==> config.mk <==
export PLATFORM = sky130hd
export DESIGN_NAME = rc4_prga_decoder
export DESIGN_NICKNAME = d
export VERILOG_FILES = /design/src/rtl/rc4_prga_decoder.sv
export SDC_FILE = /design/constraint.sdc
export NUM_CORES = 1
export LEC_CHECK = 0
export CELL_PAD_IN_SITES_DETAIL_PLACEMENT = 0
export CELL_PAD_IN_SITES_GLOBAL_PLACEMENT = 2
export CORE_MARGIN = 2
export CORE_UTILIZATION = 30
export DETAILED_ROUTE_END_ITERATION = 16
export PLACE_DENSITY_LB_ADDON = 0.1
export SYNTH_ARGS = -nofsm -noshare
export SYNTH_HDL_FRONTEND = slang
export SYNTH_SLANG_ARGS = --single-unit
==> constraint.sdc <==
create_clock -name clock -period 2.95 [get_ports clock]
set_input_delay 0.59 -clock clock [delete_from_list [all_inputs] [get_ports clock]]
set_output_delay 0.59 -clock clock [all_outputs]
set_load 0.01 [all_outputs]
==> src/rtl/rc4_prga_decoder.sv <==
`default_nettype none
// ============================================================================
// Module      : rc4_prga_decoder
// Description : RC4 pseudo-random generation (PRGA) and decryption engine.
//               Runs over a key-scheduled 256-byte S memory and a MSG_LEN-byte
//               encrypted ROM, writes plaintext to a decrypted-message RAM and
//               flags keys that yield bytes outside [a-z] / space.
// Revision    : 1.0 - initial release
// ----------------------------------------------------------------------------
// Ports
//   clock            in   rising-edge clock
//   reset            in   synchronous active-high reset
//   start            in   level run request
//   s_address        out  S memory address (combinational)
//   s_data_in        in   S memory read data, 1-cycle latency
//   s_data_out       out  S memory write data
//   s_write_enable   out  S memory write strobe
//   rom_address      out  encrypted ROM address
//   rom_data         in   encrypted ROM data, 1-cycle latency
//   dec_address      out  decrypted RAM address
//   dec_data         out  plaintext byte
//   dec_write_enable out  decrypted RAM write strobe
//   done             out  run finished (held until the next run starts)
//   bad_key          out  an invalid plaintext byte was produced
//   bad_index        out  message index of the first invalid byte
// ============================================================================
module rc4_prga_decoder #(
    parameter int MSG_LEN      = 32,
    parameter int K_W          = (MSG_LEN > 1) ? $clog2(MSG_LEN) : 1,
    parameter bit CHECK_EN     = 1'b1,
    parameter bit ABORT_ON_BAD = 1'b1
) (
    input  logic           clock,
    input  logic           reset,
    input  logic           start,
    output logic [7:0]     s_address,
    input  logic [7:0]     s_data_in,
    output logic [7:0]     s_data_out,
    output logic           s_write_enable,
    output logic [K_W-1:0] rom_address,
    input  logic [7:0]     rom_data,
    output logic [K_W-1:0] dec_address,
    output logic [7:0]     dec_data,
    output logic           dec_write_enable,
    output logic           done,
    output logic           bad_key,
    output logic [K_W-1:0] bad_index
);

    typedef enum logic [3:0] {
        IDLE      = 4'd0,
        FETCH_I   = 4'd1,
        LATCH_I   = 4'd2,
        FETCH_J   = 4'd3,
        LATCH_J   = 4'd4,
        SWAP_I    = 4'd5,
        SWAP_J    = 4'd6,
        FETCH_F   = 4'd7,
        LATCH_F   = 4'd8,
        WRITE_OUT = 4'd9,
        DONE      = 4'd10
    } state_t;

    localparam logic [K_W-1:0] C_LAST_K = K_W'(MSG_LEN - 1);
    localparam logic [K_W-1:0] C_K_ONE  = K_W'(1);

    state_t         state_q, state_d;
    logic [7:0]     i_q, i_d;
    logic [7:0]     j_q, j_d;
    logic [7:0]     si_q, si_d;
    logic [7:0]     sj_q, sj_d;
    logic [7:0]     f_q, f_d;
    logic [7:0]     enc_q, enc_d;
    logic [K_W-1:0] k_q, k_d;
    logic           done_q, done_d;
    logic           bad_key_q, bad_key_d;
    logic [K_W-1:0] bad_index_q, bad_index_d;

    logic [7:0]     w_plain;
    logic           w_valid;
    logic           w_bad_byte;

    // Plaintext classification of the byte being written this cycle.
    assign w_plain    = f_q ^ enc_q;
    assign w_valid    = ((w_plain >= 8'h61) && (w_plain <= 8'h7A)) || (w_plain == 8'h20);
    assign w_bad_byte = CHECK_EN && !w_valid;

    always_ff @(posedge clock) begin
        if (reset) begin
            state_q     <= IDLE;
            i_q         <= 8'd0;
            j_q         <= 8'd0;
            si_q        <= 8'd0;
            sj_q        <= 8'd0;
            f_q         <= 8'd0;
            enc_q       <= 8'd0;
            k_q         <= '0;
            done_q      <= 1'b0;
            bad_key_q   <= 1'b0;
            bad_index_q <= '0;
        end else begin
            state_q     <= state_d;
            i_q         <= i_d;
            j_q         <= j_d;
            si_q        <= si_d;
            sj_q        <= sj_d;
            f_q         <= f_d;
            enc_q       <= enc_d;
            k_q         <= k_d;
            done_q      <= done_d;
            bad_key_q   <= bad_key_d;
            bad_index_q <= bad_index_d;
        end
    end

    always_comb begin
        state_d          = state_q;
        i_d              = i_q;
        j_d              = j_q;
        si_d             = si_q;
        sj_d             = sj_q;
        f_d              = f_q;
        enc_d            = enc_q;
        k_d              = k_q;
        done_d           = done_q;
        bad_key_d        = bad_key_q;
        bad_index_d      = bad_index_q;

        s_address        = 8'd0;
        s_data_out       = 8'd0;
        s_write_enable   = 1'b0;
        rom_address      = '0;
        dec_address      = '0;
        dec_data         = 8'd0;
        dec_write_enable = 1'b0;

        case (state_q)
            IDLE: begin
                if (start) begin
                    state_d     = FETCH_I;
                    i_d         = 8'd1;
                    j_d         = 8'd0;
                    k_d         = '0;
                    done_d      = 1'b0;
                    bad_key_d   = 1'b0;
                    bad_index_d = '0;
                end
            end
            FETCH_I: begin
                s_address   = i_q;
                rom_address = k_q;
                state_d     = LATCH_I;
            end
            LATCH_I: begin
                si_d    = s_data_in;
                enc_d   = rom_data;
                j_d     = j_q + s_data_in;
                state_d = FETCH_J;
            end
            FETCH_J: begin
                s_address = j_q;
                state_d   = LATCH_J;
            end
            LATCH_J: begin
                sj_d    = s_data_in;
                state_d = SWAP_I;
            end
            // When i == j both writes target one address with the same value,
            // so the swap needs no special case.
            SWAP_I: begin
                s_address      = i_q;
                s_data_out     = sj_q;
                s_write_enable = 1'b1;
                state_d        = SWAP_J;
            end
            SWAP_J: begin
                s_address      = j_q;
                s_data_out     = si_q;
                s_write_enable = 1'b1;
                state_d        = FETCH_F;
            end
            // si + sj equals S[i] + S[j] after the swap; the read returns the
            // post-swap contents because both writes have already landed.
            FETCH_F: begin
                s_address = si_q + sj_q;
                state_d   = LATCH_F;
            end
            LATCH_F: begin
                f_d     = s_data_in;
                state_d = WRITE_OUT;
            end
            WRITE_OUT: begin
                dec_address      = k_q;
                dec_data         = w_plain;
                dec_write_enable = 1'b1;
                if (w_bad_byte && !bad_key_q) begin
                    bad_key_d   = 1'b1;
                    bad_index_d = k_q;
                end
                if ((w_bad_byte && ABORT_ON_BAD) || (k_q == C_LAST_K)) begin
                    state_d = DONE;
                end else begin
                    k_d     = k_q + C_K_ONE;
                    i_d     = i_q + 8'd1;
                    state_d = FETCH_I;
                end
            end
            // Waiting for start to drop prevents a held start from retriggering.
            DONE: begin
                done_d = 1'b1;
                if (!start) begin
                    state_d = IDLE;
                end
            end
            default: begin
                state_d = IDLE;
            end
        endcase
    end

    assign done      = done_q;
    assign bad_key   = bad_key_q;
    assign bad_index = bad_index_q;

endmodule
`default_nettype wire

==> out/metrics.yaml <==
p_per_area_nw_per_um2: 475
ant_nets: 0
crit_chain: "ha_1 > inv_1 > fa_2 > nor2_1 > a221o_1 > clkdlybuf4s50_1"
gp_congestion: 0.771
synth_top_family_by_area: "simple AND/OR/NAND/NOR gates"
clkTransAtPathRegs_ps: 60
leakage_nw: 1.68
period_share_pct: 96.0
worstSetupPathType: "flop to output pin"
synth_top_area_share_pct: 36.3
finalCriticalPeriod_ps: 2830
dieWidth_um: 112
power.total_mw: 2.26
route.detailed.wl_per_inst_um: 15.9
holdCritPathClass: "flop to flop"
cts_tree: "built"
die_y_um: 112
synth_compound_area_share_pct: 19.1
status: "finished clean"
synth.avg_cell_area_um2: 7.67
vias: 3428
ys_warn_count: 0
crit_path_end_kind: "output pin"
synth.distinct_cells: 44
synth_xor_xnor_area_share_pct: 5.21
grt_pass1_wl_um: 17500
worstRegToRegCells: 8
htree_levels: 3
yosysSeqAreaShare_pct: 36.3
rsz0062_at_grt: "no"
gr-total-overflow: 0
cp.depth: 6
drtIter0Drc: 201
setup_viol_count_final: 0
cts_sinks: 64
synth_seq_cells: 64
hold_viol_final: 0
cts_buffer_depth: 2
synthSimpleGateAreaFrac_pct: 27.0
worst_slew_pin_slew_ps: 630
insertedDiodeCount: 0
synth_fa_ha_area_share_pct: 7.16
multiInputGateArea_um2: 2150
setup_tns_ps: 0
worst_ir_drop_vdd_mv: 0.339
grt_pass1_vias: 3323
synth_cells: 460
slew_headroom_pct: 57.8
syn_nets: 498
synthToLayoutAreaGrowth_pct: 34.7
synthArstFlopShare_pct: 0
crit_buf_inv: 2
grt_max_degree: 48
grt_antenna_before_repair: 0
required_ps: 2360
synthMuxAreaShare_pct: 1.42
ys.flop_type: "dfxtp_1"
drt_wl_total_um: 10900
finalMaxSlewViolations: 0
die-area_um2: 12600
io_pins: 62
synth_enable_flop_cells: 0
final_util_pct: 41.5
track_usage_pct: 17.6
cts-root-buf: "clkbuf_16"
drive_above_1_share_pct: 10.9
synth_top_area_cell: "dfxtp_1"
final_cell_mix: "nand2_1, dfxtp_1, a21oi_1"
path_delay_family: "adder cells"
fin_nets: 575
coreArea_um2: 11500
via_per_inst: 5.00
start_kind: "flop"
start_util_pct: 30.8
whs_path_depth: 2
crit_slowest_cell: "fa_2"
synthesis.area_um2: 3530
seq_area_um2: 1280
firstDrtPassIters: 4
drc: 0
worst_hold_slack_ps: 466
layout_commonest_cell: "nand2_1"
cpPeakStageDelay_ps: 530
max_freq_mhz: 353
rows: 39
fin_worst_skew_ps: 6.01
cts_buffers: 9
port_buffers: 61
holdBufCountCts: 0
nFillCells: 1166
path_max_fanout: 2
drv_cap: 0
synth.area.top_cells: "dfxtp_1, nand2_1, a21oi_1, ha_1, nor2_1"
arrival_ps: 2240
place_hpwl_um: 8020
clk_latency_ps: 330
## flip-flops by register name (all words and copies together), names as in the netlist
signal and cells:
state_q 4, sj_q 8, si_q 8, bad_key 1
f_q 8, j_q 8, i_q 8, k_q 5
enc_q 8, done 1, bad_index 5
## final timing paths
path	startpoint	to	slack [ps]
worst min-delay path	enc_q[7]	enc_q[7]	470
worst max register to register	state_q[2]	i_q[7]	450
worst max-delay path	si_q[0]	s_address[1]	120
worst min register to register	enc_q[7]	enc_q[7]	470
## synthesized netlist by cell type (all sizes together), types with 2 or more instances
library cell and count:
inv 11, buf 3, nand3b 3, nand2 84
nor2b 6, nand2b 7, mux2i 5, a221o 4
dfxtp 64, a21o 2, or4 5, o211ai 4
or3 6, a211oi 3, o21ai 14, ha 17
or2 3, nor2 41, o31ai 3, xor2 8
fa 2, o311ai 2, nor3 7, a22oi 12
a21oi 57, and2 13, clkbuf 20, and3 2
nand3 22, xnor2 13, a221oi 2, o41ai 4
nor3b 2, a31oi 2
## worst register-to-register path: cells and delay by family (launching register included)
kind	cells	cell delay, ps
buffers and inverters	2	420
DFF	1	390
and+or+nand+nor	6	1650
## power breakdown
part / switching (mW) / leakage [nW] / total, mW / internal, mW
combinational: 0.187 / 1.03 / 0.308 / 0.121
sequential: 0.0257 / 0.517 / 0.918 / 0.893
clock: 0.395 / 0.137 / 1.03 / 0.635
## stage by stage
| step | instances | cell area (um^2) | worst slack, ps |
|---|---|---|---|
| after CTS | 683 | 4720 | -58.3 |
| final | 685 | 4760 | 119 |
| after global routing | 685 | 4760 | 7.22 |
| after detailed placement | 667 | 4430 | -48.1 |
| after global placement | 667 | 4430 | -39.6 |
| after floorplan | 460 | 3530 | 451 |
## cell families after synthesis
group,after synthesis
AOI/OAI and AO/OA,111
xor gates and xnor gates,21
adders and majority gates,19
buffers and inverters,35
DFF,64
muxes,5
and+or+nand+nor,205
## metal layers
metal,vias to the layer above,track usage [%],wire [um]
li1,1755,-,-
met1,1605,24.3,5110
met5,-,0,0
met2,59,28.5,5230
met3,9,3.67,445
met4,0,4.15,109
## what timing repair did
action	CTS	global route
gates cloned	0	0
endpoints found under the setup margin	6	5
setup buffers	0	2
pin swaps	1	3
gates resized for setup	9	14
## area by class of cell
| cell class | count | share of cell area [%] |
|---|---|---|
| multi-input cells | 361 | 45.2 |
| flip-flops and latches | 64 | 26.9 |
| inverters | 12 | 1.03 |
| clock buffers | 12 | 5.60 |
| repair buffers | 89 | 16.9 |
| clock inverters | 4 | 0.579 |
| well taps | 143 | 3.76 |
No activity file was read; power rests on OpenSTA's default activity.
